===== config.mk =====
export PLATFORM = sky130hd
export DESIGN_NAME = sar_adc_ctrl
export DESIGN_NICKNAME = d
export VERILOG_FILES = /design/src/rtl/sar_adc_ctrl.sv
export SDC_FILE = /design/constraint.sdc
export NUM_CORES = 1
export LEC_CHECK = 0
export ABC_AREA = 1
export BUFFER_PORTS_ARGS = -buffer_cell sky130_fd_sc_hd__buf_2
export CORE_MARGIN = 2
export CORE_UTILIZATION = 33
export CTS_BUF_LIST = sky130_fd_sc_hd__clkbuf_16
export DETAILED_ROUTE_END_ITERATION = 10
export GPL_ROUTABILITY_DRIVEN = 0
export MAX_ROUTING_LAYER = met4
export PLACE_DENSITY_LB_ADDON = 0.05
export SETUP_SLACK_MARGIN = 0.05
export SLEW_MARGIN = 20
export SYNTH_ARGS = -nofsm -noshare
export SYNTH_HDL_FRONTEND = slang
export SYNTH_SLANG_ARGS = --single-unit

===== constraint.sdc =====
create_clock -name clk -period 2.2 [get_ports clk]
set_input_delay 0.33 -clock clk [delete_from_list [all_inputs] [get_ports clk]]
set_output_delay 0.33 -clock clk [all_outputs]
set_load 0.05 [all_outputs]

===== src/rtl/sar_adc_ctrl.sv =====
// sar_adc_ctrl: successive-approximation conversion controller.
// Define SAR_CMP_SYNC_EN to add a 2-flop comparator synchronizer.
module sar_adc_ctrl #(
    parameter int WIDTH         = 8,
    parameter int SAMPLE_CYCLES = 2,
    parameter int SETTLE_CYCLES = 2
) (
    input  logic             clk,
    input  logic             rst_n,
    input  logic             start,
    input  logic             abort,
    input  logic             cmp_in,
    output logic             sample_en,
    output logic [WIDTH-1:0] dac_code,
    output logic             busy,
    output logic             done,
    output logic [WIDTH-1:0] result,
    output logic             result_valid
);

    localparam logic [2:0] S_IDLE   = 3'd0;
    localparam logic [2:0] S_SAMPLE = 3'd1;
    localparam logic [2:0] S_SETTLE = 3'd2;
    localparam logic [2:0] S_DECIDE = 3'd3;
    localparam logic [2:0] S_FINISH = 3'd4;

    localparam int IW = $clog2(WIDTH);
    localparam int CW = 16;

`ifdef SAR_CMP_SYNC_EN
    // Two extra settle cycles cover the synchronizer delay.
    localparam int SETTLE_N = SETTLE_CYCLES + 2;
`else
    localparam int SETTLE_N = SETTLE_CYCLES;
`endif

    logic [2:0]       state_q, state_d;
    logic [IW-1:0]    idx_q, idx_d;
    logic [CW-1:0]    cnt_q, cnt_d;
    logic [WIDTH-1:0] code_q, code_d;
    logic [WIDTH-1:0] result_q, result_d;
    logic             sample_q, sample_d;
    logic             busy_q, busy_d;
    logic             done_q, done_d;
    logic             rv_q, rv_d;
    logic             cmp_c;

`ifdef SAR_CMP_SYNC_EN
    logic cmp_s1_q, cmp_s2_q;

    // Synchronize the asynchronous comparator decision.
    always_ff @(posedge clk or negedge rst_n) begin
        if (!rst_n) begin
            cmp_s1_q <= 1'b0;
            cmp_s2_q <= 1'b0;
        end else begin
            cmp_s1_q <= cmp_in;
            cmp_s2_q <= cmp_s1_q;
        end
    end

    assign cmp_c = cmp_s2_q;
`else
    assign cmp_c = cmp_in;
`endif

    // Binary-search sequencing and abort handling.
    always_comb begin
        state_d  = state_q;
        idx_d    = idx_q;
        cnt_d    = cnt_q;
        code_d   = code_q;
        result_d = result_q;
        sample_d = sample_q;
        busy_d   = busy_q;
        done_d   = 1'b0;
        rv_d     = rv_q;
        unique case (state_q)
            S_IDLE: begin
                if (start) begin
                    state_d  = S_SAMPLE;
                    sample_d = 1'b1;
                    busy_d   = 1'b1;
                    rv_d     = 1'b0;
                    cnt_d    = '0;
                    code_d   = '0;
                    idx_d    = IW'(WIDTH - 1);
                end
            end
            S_SAMPLE: begin
                if (cnt_q == CW'(SAMPLE_CYCLES - 1)) begin
                    cnt_d             = '0;
                    sample_d          = 1'b0;
                    code_d            = '0;
                    code_d[WIDTH-1]   = 1'b1;
                    state_d           = S_SETTLE;
                end else begin
                    cnt_d = cnt_q + CW'(1);
                end
            end
            S_SETTLE: begin
                if (cnt_q == CW'(SETTLE_N - 1)) begin
                    cnt_d   = '0;
                    state_d = S_DECIDE;
                end else begin
                    cnt_d = cnt_q + CW'(1);
                end
            end
            S_DECIDE: begin
                code_d[idx_q] = cmp_c;
                if (idx_q != '0) begin
                    code_d[idx_q - IW'(1)] = 1'b1;
                    idx_d                  = idx_q - IW'(1);
                    state_d                = S_SETTLE;
                end else begin
                    state_d = S_FINISH;
                end
            end
            S_FINISH: begin
                result_d = code_q;
                done_d   = 1'b1;
                rv_d     = 1'b1;
                busy_d   = 1'b0;
                code_d   = '0;
                idx_d    = IW'(WIDTH - 1);
                state_d  = S_IDLE;
            end
            default: begin
                state_d = S_IDLE;
            end
        endcase
        if (abort && state_q != S_IDLE) begin
            state_d  = S_IDLE;
            code_d   = '0;
            busy_d   = 1'b0;
            sample_d = 1'b0;
            rv_d     = 1'b0;
            done_d   = 1'b0;
            cnt_d    = '0;
            idx_d    = IW'(WIDTH - 1);
            result_d = result_q;
        end
    end

    // Controller state registers.
    always_ff @(posedge clk or negedge rst_n) begin
        if (!rst_n) begin
            state_q  <= S_IDLE;
            idx_q    <= IW'(WIDTH - 1);
            cnt_q    <= '0;
            code_q   <= '0;
            result_q <= '0;
            sample_q <= 1'b0;
            busy_q   <= 1'b0;
            done_q   <= 1'b0;
            rv_q     <= 1'b0;
        end else begin
            state_q  <= state_d;
            idx_q    <= idx_d;
            cnt_q    <= cnt_d;
            code_q   <= code_d;
            result_q <= result_d;
            sample_q <= sample_d;
            busy_q   <= busy_d;
            done_q   <= done_d;
            rv_q     <= rv_d;
        end
    end

    assign sample_en    = sample_q;
    assign dac_code     = code_q;
    assign busy         = busy_q;
    assign done         = done_q;
    assign result       = result_q;
    assign result_valid = rv_q;

endmodule


==> reports/results.txt <==
P_sw = 1473 µW
fin crit share = 0.7809
Post-Syn Area per Cell = 7.107 µm²
I/O pin count = 25
Starting Density = 0.3440
combinational power share = 0.436
total wire length = 6485 µm
layout cells sized above 1 = 0.1571
post-synth design cell area = 0.002509 mm²
row count = 31
RSZ-0062 raised after global routing = no
pwr/cell area = 1095 mW/mm²
CP max stage cell = dfstp_2
fmax = 582.1 MHz
ANT cells = 0
TritonCTS buffer count = 5
Area growth, synth to finish = 15.26%
Clock Latency Late Sink = 0.29 ns
multi-input logic area = 0.001227 mm²
final-layout fill cell count = 801
top cells by area, synth = dfrtp_1 39%, nand2_1 17%, inv_1 6.4%
post-synth top area share = 0.3890
worst slew pin tran = 0.4060 ns
switch share = 0.4653
Final #Nets = 390
root buffer cell = clkbuf_16
Placed Area = 0.002733 mm²
Via density = 4.753
final hold viol count = 0
clock transition at the registers of the reported paths = 0.07 ns
Post-CTS Hold Buffers = 1
CP cell instances = inv_1, ha_1, nand2_1, nand2_1, nor2_1, nor2_1, nor2_1, nand3_1, nand2_1
required time worst endpoint = 2.43 ns
post-CTS sizing = 0
status = finished clean
max-slew violation count = 0
register area share after synthesis = 0.4204
Final Non-Filler Cells = 481
Worst Setup Path Type = register to register
Tot GR Track Use = 0.1684
Sequential Area = 0.001055 mm²
LEAKAGE = 0.001505 µW
critical path endpoint category = register
Synth Instances = 353
IO Port Bufs = 24
DR DRC count = 0
global-route wire length before repair = 10,780 µm
remaining antenna violation count = 0
Clock Sinks = 42
synthesis-stage register bit count = 42
largest net degree at the start of global routing = 19
first-pass detailed-route iteration total = 4
htree depth = 2
Max clock buf depth = 2
placed cells = 472
Syn. warnings = 0
Clock power frac = 0.239
relative slew slack = 0.7283
CTS tree = done
number of global-route vias before repair = 2,188
total internal power = 1693 µW
post-synth cell types = 27
top fanout value on the critical path = 8
overall die width = 91.19 µm
Max Cap Viol = 0
CP Buf/Inv Count = 1
Post-CTS Setup Bufs = 0
full die area = 0.008316 mm²
post-route minimum period = 1.718 ns
Die H = 91.19 µm
clock skew after layout = 0.009232 ns
Hold Crit Class = primary input to register
hold_ws = 0.3162 ns
Reg power frac = 0.326
via count = 2,286
initial detailed-routing violation count = 98
CP arrival = 1.95 ns
WL/cell = 13.48 µm
CP top delay family = simple AND/OR/NAND/NOR gates
critical path's largest stage delay = 0.60 ns
initial antenna violation count = 0
Worst VDD drop = 439.3 µV
GR Overflow Total = 0
final instance area = 0.002892 mm²
setup tns final = 0 ns
Synth area leader = dfrtp_1
Setup crit start kind = register
Mapped Nets = 362
DP HPWL = 4806 µm
core area = 0.007292 mm²
# setup viols final = 0
## metrics by stage
step | total power [µW] | worst slack [ns] | util
after detailed placement | 2445 | 0.4918 | 0.3747
after CTS | 3220 | 0.4706 | 0.3965
after global routing | 3423 | 0.2750 | 0.3965
after global placement | 2446 | 0.4964 | 0.3747
after floorplan | 2100 | 0.5815 | -
final | 3166 | 0.4821 | 0.3965
## cells in the mapped netlist
library cell and instances:
nand2_1 115, inv_1 43, dfrtp_1 39, nor2_1 30, nand3_1 25, nand4_1 18
o21ai_0 18, o21ai_1 18, inv_2 6, nand2_2 6, buf_2 4, ha_1 4
a21oi_1 3, buf_4 3, dfstp_2 3, nand3_2 3, nand2_4 2, nor2_4 2
nor3_1 2, xor2_1 2, nor2_2 1, nor3_4 1, o2111ai_1 1, o21ai_2 1
o21bai_1 1, o22ai_1 1, or2_1 1
## power by group through the flow
| stage | Sequential, µW | Clock [µW] | Combinational (µW) |
|---|---|---|---|
| 2_1_floorplan | 1150 | 0 | 948 |
| 3_3_place_gp | 1040 | 0 | 1400 |
| 3_5_place_dp | 1050 | 0 | 1400 |
| 4_1_cts | 1030 | 783 | 1400 |
| 5_1_grt | 1050 | 816 | 1550 |
| 6_report | 1030 | 755 | 1380 |
## path summary, 6_finish.rpt
path,from,to,slack [ns],cells past startpoint
setup / recovery,idx_q[0]$_DFFE_PN1P_,dac_code[7]$_DFFE_PN0P_,0.48,9
hold / removal,abort,done$_DFF_PN0_,0.32,2
setup reg to reg,idx_q[0]$_DFFE_PN1P_,dac_code[7]$_DFFE_PN0P_,0.48,9
hold reg to reg,busy$_DFFE_PN0P_,busy$_DFFE_PN0P_,0.47,2
max in group asynchronous,rst_n,idx_q[1]$_DFFE_PN1P_,1.12,3
min in group asynchronous,rst_n,cnt_q[4]$_DFFE_PN0P_,0.50,2
## sequential cells by signal, summed over array words and instances (netlist names)
name	flops
cnt_q	16
idx_q	3
result_valid	1
done	1
state_q	3
busy	1
sample_en	1
dac_code	8
result	8
## kinds of logic after synthesis
group	after synthesis	share of synthesized area
AOI/OAI and AO/OA	43	0.09028
DFF	42	0.4205
buffers and inverters	56	0.09027
adders and majority gates	4	0.01995
xor gates and xnor gates	2	0.006984
and+or+nand+nor	206	0.3721
## layout by cell type (no fill, tap or decap)
| master | n |
|---|---|
| o21ai_1 | 18 |
| or2_1 | 1 |
| buf_4 | 3 |
| inv_6 | 1 |
| o21ai_2 | 1 |
| dfrtp_1 | 39 |
| nand2_1 | 115 |
| ha_1 | 4 |
| dfstp_2 | 3 |
| inv_1 | 43 |
| o21ai_0 | 18 |
| o22ai_1 | 1 |
| dlygate4sd3_1 | 1 |
| nor2_4 | 2 |
| nand2_2 | 6 |
| buf_2 | 24 |
| xor2_1 | 2 |
| nand4_1 | 18 |
| nand2_4 | 2 |
| nand3_1 | 25 |
| nor2_1 | 30 |
| nor2_2 | 1 |
| clkinvlp_4 | 2 |
| nand3_2 | 3 |
| clkbuf_16 | 5 |
| o21bai_1 | 1 |
| nor3_1 | 2 |
| inv_2 | 6 |
| a21oi_1 | 3 |
| nor3_4 | 1 |
| o2111ai_1 | 1 |
## per-layer routing
metal | routed length, µm | up-vias | GRT usage
met5 | 0 | - | -
met3 | 166 | 14 | 0.02822
met1 | 3010 | 1044 | 0.2076
met2 | 3095 | 44 | 0.2698
li1 | - | 1184 | -
met4 | 212 | 0 | 0.07955
## area by class of cell
| cell class | instances | share of cell area |
|---|---|---|
| Multi-Input combinational cell | 255 | 0.4245 |
| Clock inverter | 3 | 0.008222 |
| Timing Repair Buffer | 28 | 0.05279 |
| Inverter | 49 | 0.06361 |
| Tap cell | 99 | 0.04284 |
| Clock buffer | 5 | 0.04327 |
| Sequential cell | 42 | 0.3648 |
## worst register-to-register path: stages (launching register included)
cell	delay, ns
dfstp_2	0.60
inv_1	0.15
ha_1	0.24
nand2_1	0.15
nand2_1	0.14
nor2_1	0.13
nor2_1	0.05
nor2_1	0.07
nand3_1	0.07
nand2_1	0.06
No activity file was read; power rests on OpenSTA's default activity.
